File: src/rtl/id_ex_stage.sv
// id_ex_stage
// ID/EX pipeline register and ALU operand-select stage.
//
// Operands are resolved from three forwarding sources before they are
// registered. In priority order these are:
//   1. the instruction now in EX (alu_result)
//   2. EX/MEM (ex_mem_result)
//   3. MEM/WB (mem_wb_result)
// If none of them matches, the register-file read data is used.
//
// A load-use dependency raises the combinational stall and loads a bubble.
// A flush also loads a bubble, and it suppresses the stall.
//
// Ports:
//   clk, rst                 clock, asynchronous active-high reset
//   id_*                     decoded instruction fields from the ID stage
//   alu_result               combinational ALU output of the EX instruction
//   ex_mem_*, mem_wb_*       later-stage destination / write info for forwarding
//   flush                    discard the instruction being captured
//   input1, input2, Ctrl_alu registered ALU operands and op code
//   ex_rd, ex_reg_write,
//   ex_mem_read, ex_valid    registered EX-stage controls
//   ex_rt_data               forwarded rt value (store data)
//   stall                    combinational; holds PC and IF/ID when high
module id_ex_stage #(
  parameter int DW = 32,
  parameter int RW = 5
) (
  input  logic          clk,
  input  logic          rst,
  input  logic          id_valid,
  input  logic [RW-1:0] id_rs,
  input  logic [RW-1:0] id_rt,
  input  logic          id_rs_used,
  input  logic          id_rt_used,
  input  logic [DW-1:0] id_rs_data,
  input  logic [DW-1:0] id_rt_data,
  input  logic [DW-1:0] id_imm,
  input  logic [4:0]    id_shamt,
  input  logic          id_use_imm,
  input  logic          id_use_shamt,
  input  logic [3:0]    id_ctrl_alu,
  input  logic [RW-1:0] id_rd,
  input  logic          id_reg_write,
  input  logic          id_mem_read,
  input  logic [DW-1:0] alu_result,
  input  logic [RW-1:0] ex_mem_rd,
  input  logic          ex_mem_reg_write,
  input  logic          ex_mem_mem_read,
  input  logic [DW-1:0] ex_mem_result,
  input  logic [RW-1:0] mem_wb_rd,
  input  logic          mem_wb_reg_write,
  input  logic [DW-1:0] mem_wb_result,
  input  logic          flush,
  output logic [DW-1:0] input1,
  output logic [DW-1:0] input2,
  output logic [3:0]    Ctrl_alu,
  output logic [RW-1:0] ex_rd,
  output logic          ex_reg_write,
  output logic          ex_mem_read,
  output logic          ex_valid,
  output logic [DW-1:0] ex_rt_data,
  output logic          stall
);

  logic [DW-1:0] fwd_rs;
  logic [DW-1:0] fwd_rt;
  logic [DW-1:0] sel_in1;
  logic [DW-1:0] sel_in2;
  logic          hazard_rs;
  logic          hazard_rt;
  logic          bubble;

  // Forwarded rs value. Register 0 is hardwired, so it is never forwarded.
  // When several sources match, the youngest one wins.
  always_comb begin
    fwd_rs = id_rs_data;
    if (id_rs != '0) begin
      if (ex_reg_write && ex_valid && (ex_rd == id_rs))
        fwd_rs = alu_result;
      else if (ex_mem_reg_write && (ex_mem_rd == id_rs))
        fwd_rs = ex_mem_result;
      else if (mem_wb_reg_write && (mem_wb_rd == id_rs))
        fwd_rs = mem_wb_result;
    end
  end

  // Forwarded rt value, with the same priority as rs.
  always_comb begin
    fwd_rt = id_rt_data;
    if (id_rt != '0) begin
      if (ex_reg_write && ex_valid && (ex_rd == id_rt))
        fwd_rt = alu_result;
      else if (ex_mem_reg_write && (ex_mem_rd == id_rt))
        fwd_rt = ex_mem_result;
      else if (mem_wb_reg_write && (mem_wb_rd == id_rt))
        fwd_rt = mem_wb_result;
    end
  end

  // A load's data only exists once the load reaches MEM/WB.
  // A load in EX therefore costs two bubbles, and a load in EX/MEM costs one.
  assign hazard_rs = id_rs_used && (id_rs != '0) &&
                     ((ex_valid && ex_mem_read && (ex_rd == id_rs)) ||
                      (ex_mem_mem_read && ex_mem_reg_write && (ex_mem_rd == id_rs)));

  assign hazard_rt = id_rt_used && (id_rt != '0) &&
                     ((ex_valid && ex_mem_read && (ex_rd == id_rt)) ||
                      (ex_mem_mem_read && ex_mem_reg_write && (ex_mem_rd == id_rt)));

  // Flush wins over stall: a flushed instruction never needs to wait.
  assign stall  = id_valid && !flush && (hazard_rs || hazard_rt);
  assign bubble = flush || stall || !id_valid;

  assign sel_in1 = id_use_shamt ? {{(DW-5){1'b0}}, id_shamt} : fwd_rs;
  assign sel_in2 = id_use_imm ? id_imm : fwd_rt;

  // Pipeline register. A bubble clears every field, so a stalled or flushed
  // slot looks exactly like the reset state to downstream stages.
  always_ff @(posedge clk or posedge rst) begin
    if (rst) begin
      input1       <= '0;
      input2       <= '0;
      Ctrl_alu     <= '0;
      ex_rd        <= '0;
      ex_reg_write <= 1'b0;
      ex_mem_read  <= 1'b0;
      ex_valid     <= 1'b0;
      ex_rt_data   <= '0;
    end else if (bubble) begin
      input1       <= '0;
      input2       <= '0;
      Ctrl_alu     <= '0;
      ex_rd        <= '0;
      ex_reg_write <= 1'b0;
      ex_mem_read  <= 1'b0;
      ex_valid     <= 1'b0;
      ex_rt_data   <= '0;
    end else begin
      input1       <= sel_in1;
      input2       <= sel_in2;
      Ctrl_alu     <= id_ctrl_alu;
      ex_rd        <= id_rd;
      ex_reg_write <= id_reg_write;
      ex_mem_read  <= id_mem_read;
      ex_valid     <= 1'b1;
      ex_rt_data   <= fwd_rt;
    end
  end

endmodule
File: config.mk
export PLATFORM = sky130hd
export DESIGN_NAME = id_ex_stage
export DESIGN_NICKNAME = d
export VERILOG_FILES = /design/src/rtl/id_ex_stage.sv
export SDC_FILE = /design/constraint.sdc
export NUM_CORES = 1
export LEC_CHECK = 0
export BUFFER_PORTS_ARGS = -buffer_cell sky130_fd_sc_hd__buf_4
export CAP_MARGIN = 5
export CORE_AREA = 2 2 133 135
export DETAILED_ROUTE_END_ITERATION = 8
export DIE_AREA = 0 0 135 137
export GPL_TIMING_DRIVEN = 1
export PLACE_DENSITY_LB_ADDON = 0.2
export REMOVE_ABC_BUFFERS = 1
export SLEW_MARGIN = 40
export SYNTH_ARGS = -nofsm -noshare
export SYNTH_HDL_FRONTEND = slang
export SYNTH_SLANG_ARGS = --single-unit
File: constraint.sdc
create_clock -name clk -period 6 [get_ports clk]
set_input_delay 1.5 -clock clk [delete_from_list [all_inputs] [get_ports clk]]
set_output_delay 1.5 -clock clk [all_outputs]
set_load 0.005 [all_outputs]
==> results.yml, run 1 <==
outcome:
  status: "complete, no violations"
placed_design:
  hpwl_mm: 19.2
  place.port_buffers: 347
  gp_congestion: 0.869
sta:
  min_period_over_period_pct: 72.7
  rsz0062_at_grt: "false"
  drv_slew: 0
  fin_skew_ns: 0.0118
  tightest_slew_ns: 0.814
  setup_viol: 0
  whs_ns: 1.04
  relSlewSlack_pct: 45.7
  finalHoldViolations: 0
  period_needed_ns: 4.36
  setup_tns_ns: 0
  max_clock_freq_mhz: 229
synth:
  yosys_most_used_dff: "dfrtp_1"
  netlist_instances: 763
  synth_seq_cells: 108
  synth_area_um2: 6750
  yosysWarnings: 0
  synth-seq-area-share_pct: 40.0
  syn_avg_cell_area_um2: 8.85
  synth-edff-count: 0
  async_reset_ff_share_pct: 100
  synthDistinctLibCells: 44
grt:
  grt_max_degree: 94
  grt_first_pass_wirelength_mm: 41.3
  grt_pass1_vias: 7335
  overflow: 0
  grt_antenna_before_repair: 1
  grt.total_usage_pct: 29.4
critical_path:
  worst_setup_path_end_kind: "primary output"
  worstSetupStartpointType: "input pin"
  critical_path_required_ns: 4.50
  crit_type: "in -> out"
  worstPathArrival_ns: 2.86
  critPathMaxFanout: 4
drt:
  drc: 0
  viasPerCell: 5.86
  drt_iter0_markers: 540
  routed_wirelength_mm: 27.9
  vias: 7568
  wire_per_inst_um: 21.6
  dr.pass1.iters: 6
  antenna_left: 0
power_and_ir_drop:
  p_leak_uw: 0.00459
  power_frac_comb_pct: 22.5
  irDropWorstVdd_uv: 133
  power_density_nw_per_um2: 183
  clkPwrFrac_pct: 34.5
  internal_power_uw: 1300
  pwr-share-seq_pct: 43.0
  switching_share_pct: 27.5
  power_switching_uw: 492
cts:
  clkSinkCount: 108
  ctsHoldBuffers: 0
  clk_latency_ns: 0.36
  clk_pin_slew_ns: 0.08
  cts_tree: "built"
  clock-root-buffer: "clkbuf_16"
  ctsResizeCount: 0
  numCtsBuffers: 9
  htree_num_levels: 3
  clockBufferDepth: 2
  cts_setup_buffers: 0
flow_run:
  cap_violations: 0
cells_and_area:
  drive_above_1_share_pct: 36.7
  n_fill_cell: 1622
  area_growth_pct: 44.7
  nets: 1300
floorplan:
  floorplan.rows: 48
  fp.coreArea_um2: 17100
  top_level_ports: 348
  floorplan.initialDensity_pct: 39.6
  die_x_um: 135
  dieArea_um2: 18500
  dieHeight_um: 137
hold_path:
  min-delay-path-class: "reg -> reg"
## power groups by stage
stage	combinational [uW]	clock (uW)	sequential, uW
2_1_floorplan	141	0	788
3_3_place_gp	395	0	785
5_1_grt	436	659	773
6_report	403	618	770
4_1_cts	403	628	770
3_5_place_dp	402	0	785
## per-layer routing
| layer | vias to the layer above | share of wire [%] | track usage [%] |
|---|---|---|---|
| met5 | - | 0 | 0 |
| met4 | 0 | 4.0 | 14.0 |
| met3 | 64 | 11 | 8.41 |
| met2 | 434 | 48 | 49.0 |
| met1 | 3617 | 37 | 35.2 |
| li1 | 3453 | - | - |
## cell type report
cell class	count	area [um2]	area share [%]
multi-input combinational	576	3740	38.3
clock inverter	5	61.3	0.628
clock buffer	11	233	2.38
inverter	6	27.5	0.282
sequential	108	2700	27.7
timing repair buffer	360	2720	27.9
antenna	1	2.50	0.0256
tap	225	282	2.88
## placed cells by master, fill, tap and decap left out, drive strengths merged, types with 8 or more instances in the layout
master / netlist / routed
buf: 18 / 360
nor2: 111 / 111
dfrtp: 108 / 108
nand2: 99 / 99
a311oi: 68 / 68
mux2i: 35 / 35
a211o: 35 / 35
o21ai: 32 / 32
or3: 31 / 31
a211oi: 28 / 28
a311o: 27 / 27
a22oi: 26 / 26
xnor2: 21 / 21
and2: 13 / 13
clkbuf: 55 / 11
nor3: 8 / 8
## flip-flops by register name, summed over array words and instances (netlist names)
register,cells
ex_valid,1
ex_mem_read,1
input1,32
ex_rd,5
input2,32
ex_reg_write,1
ex_rt_data,32
Ctrl_alu,4
## path summary, 6_finish.rpt
path | from | endpoint | slack, ns | depth (start not counted)
max | id_rt[2] | stall | 1.64 | 8
min | ex_valid | input1[4] | 1.04 | 5
max reg2reg | ex_rd[3] | ex_rt_data[30] | 3.24 | 7
min reg2reg | ex_valid | input1[4] | 1.04 | 5
max in group asynchronous | rst | ex_rt_data[5] | 3.74 | 3
min in group asynchronous | rst | input2[29] | 1.22 | 2
## critical path, cell delays in order
cell,delay [ns]
buf_4,0.14
xor2_1,0.13
a221o_1,0.31
nor3_1,0.20
o211ai_1,0.14
nor2b_1,0.15
nor2_1,0.15
buf_4,0.14
## stage by stage
stage               setup WS [ns]  instances  total power [uW]  utilization, %  area [um2]
floorplan                   0.430        690               929               -        6410
global placement             1.60       1273              1180            55.2        9420
detailed placement           1.61       1275              1190            55.5        9470
CTS                          1.60       1291              1800            57.2        9760
global route                 1.51       1292              1870            57.3        9770
finish                       1.64       1292              1790            57.3        9770
## logic make-up (layout without fill, tap and decap cells)
kind of cell | Yosys count | in the layout | share of synthesized area (%)
flip-flops | 108 | 108 | 40.0
AO/OA/AOI/OAI | 230 | 230 | 27.3
XOR/XNOR | 28 | 28 | 3.63
multiplexers | 35 | 35 | 5.19
AND/OR/NAND/NOR | 283 | 283 | 18.5
buffers and inverters | 79 | 382 | 5.32
other | 0 | 1 | 0
## synthesized netlist by cell type (11+ instances only)
| cell type | n | share of area [%] |
|---|---|---|
| or3_1 | 31 | 2.9 |
| a311oi_1 | 67 | 8.7 |
| o21ai_0 | 32 | 2.4 |
| xnor2_1 | 21 | 2.7 |
| nor2_1 | 110 | 6.1 |
| and2_1 | 13 | 1.2 |
| dfrtp_1 | 108 | 40 |
| a211o_1 | 35 | 4.5 |
| clkbuf_1 | 55 | 3.1 |
| a211oi_1 | 27 | 3.0 |
| a22oi_1 | 26 | 2.9 |
| a311o_1 | 27 | 4.0 |
| mux2i_1 | 35 | 5.2 |
| buf_2 | 11 | 0.82 |
| nand2_1 | 99 | 5.5 |
Note: power is estimated with default switching activity, not from simulation.
==> run 2: changes to the inputs <==
clock period = 4.3 ns   (was 6 ns; I/O delays follow)
==> run 2 against run 1 <==
Critical endpoint unchanged. Sequential share of layout area fell by 0.14 points. Via count rose by 0.33%. Critical path type unchanged. Sequential power is 40% higher. Die area is the same. Clock power increased by 47%. Largest power group unchanged. Critical path depth stayed put. Highest routed layer unchanged. Core utilization is 0.29 points higher. Hold slack worse by 0.26 ns. Largest cell class unchanged. Clock skew fell by 0.0042 ns. Cell count is 0.23% higher. Clock-buffer cell count decreased by 2.
==> results.yml, run 2 (synthesized netlist as in run 1, its figures left out) <==
critical_path:
  worstSetupStartpointType: "input pin"
  rr_endpoint: "input2[10]"
  critical_path_required_ns: 3.22
  rr_startpoint: "ex_rd[1]"
  ff2ff_path_depth: 7
  critPathMaxFanout: 4
  worstPathArrival_ns: 2.48
  worst_setup_path_end_kind: "primary output"
  crit_type: "in -> out"
  rrSetupSlack_ns: 1.86
placed_design:
  hpwl_mm: 19.7
  pre_cts_slack_ns: 0.735
  gp_congestion: 0.879
  dpl_cell_area_um2: 9500
  place.port_buffers: 347
floorplan:
  die_x_um: 135
  fp.coreArea_um2: 17100
  dieHeight_um: 137
  top_level_ports: 348
  floorplan.initialDensity_pct: 39.6
  floorplan.rows: 48
  dieArea_um2: 18500
grt:
  overflow: 0
  grt-busiest-layer: "met2"
  met1_usage_pct: 34.8
  use_met3_pct: 7.26
  grt_antenna_before_repair: 1
  grt.total_usage_pct: 29.6
  grt_pass1_vias: 7583
  grt_first_pass_wirelength_mm: 41.8
  grt_use_met2_pct: 50.5
  grt_max_degree: 94
power_and_ir_drop:
  p_leak_uw: 0.00462
  total_power_uw: 2550
  power_density_nw_per_um2: 260
  irDropWorstVdd_uv: 171
cells_and_area:
  top_regs: "ex_rt_data x32, input1 x32, input2 x32"
  final_common_cell: "buf_4"
  nets: 1303
  layout_common_cells: "359 x buf_4, 109 x nor2_1, 108 x dfrtp_1"
  final_util_pct: 57.5
  area_growth_pct: 45.4
  drive_above_1_share_pct: 37.1
  final_cell_area_um2: 9810
drt:
  dr.pass1.iters: 6
  vias: 7593
  drc: 0
  drt_iter0_markers: 618
  wire_per_inst_um: 21.6
  antenna_left: 0
  routed_wirelength_mm: 28.0
  viasPerCell: 5.86
sta:
  rsz0062_at_grt: "false"
  setup_ws_ns: 0.743
  min_period_over_period_pct: 82.7
  whs_ns: 0.780
  tightest_slew_ns: 0.804
  period_needed_ns: 3.56
  max_clock_freq_mhz: 281
  relSlewSlack_pct: 46.4
  finalHoldViolations: 0
  setup_viol: 0
  drv_slew: 0
  fin_skew_ns: 0.00754
cts:
  ctsResizeCount: 0
  htree_num_levels: 3
  cts_tree: "built"
  ctsHoldBuffers: 0
  clkSinkCount: 108
  clockBufferDepth: 2
  clk_latency_ns: 0.35
  cts_setup_buffers: 0
  clk_pin_slew_ns: 0.07
  numCtsBuffers: 9
  clock-root-buffer: "clkbuf_16"
hold_path:
  min-delay-path-class: "in -> async"
flow_run:
  cap_violations: 0
outcome:
  status: "complete, no violations"
-- run 2: through the flow --
step / TNS (ns) / cells
2_1_floorplan: -38.91 / 690
3_3_place_gp: 0 / 1277
3_5_place_dp: 0 / 1278
4_1_cts: 0 / 1294
5_1_grt: 0 / 1295
6_report: 0 / 1295
-- run 2: final cells by class --
class                      count  area (um2)
multi-input combinational    576        3720
tap                          225         282
inverter                       6        27.5
fill                        1581        7240
timing repair buffer         363        2760
clock buffer                   9         225
antenna                        1        2.50
clock inverter                 7        88.8
sequential                   108        2700
-- run 2: where the power goes --
group / internal, uW / total [uW] / leakage [uW] / switching, uW
combinational: 299 / 566 / 0.00300 / 267
clock: 510 / 909 / 0.000159 / 399
sequential: 1060 / 1080 / 0.00146 / 16.6
total: 1870 / 2550 / 0.00462 / 683
-- run 2: worst max path at each step --
| stage | startpoint | end | slack, ns | cells after the start |
|---|---|---|---|---|
| 2_1_floorplan | id_rt[0] | Ctrl_alu[0] | -0.85 | 6 |
| 3_3_place_gp | id_rt[2] | stall | 0.76 | 8 |
| 3_5_place_dp | id_rt[2] | ex_rt_data[8] | 0.73 | 7 |
| 4_1_cts | id_rt[2] | stall | 0.73 | 8 |
| 5_1_grt | id_rt[2] | stall | 0.71 | 8 |
| 6_report | id_rt[2] | stall | 0.74 | 8 |
-- run 2: per-layer routing --
metal | up-vias | part of all wire [%]
met5 | - | 0
li1 | 3462 | -
met1 | 3624 | 38
met3 | 72 | 9.3
met4 | 0 | 3.8
met2 | 435 | 49
-- run 2: critical path, cell delays in order --
cell,delay (ns)
buf_4,0.14
xor2_1,0.14
a221o_1,0.31
nor3_1,0.22
o211ai_1,0.15
nor2b_1,0.15
nor2_1,0.15
buf_4,0.14
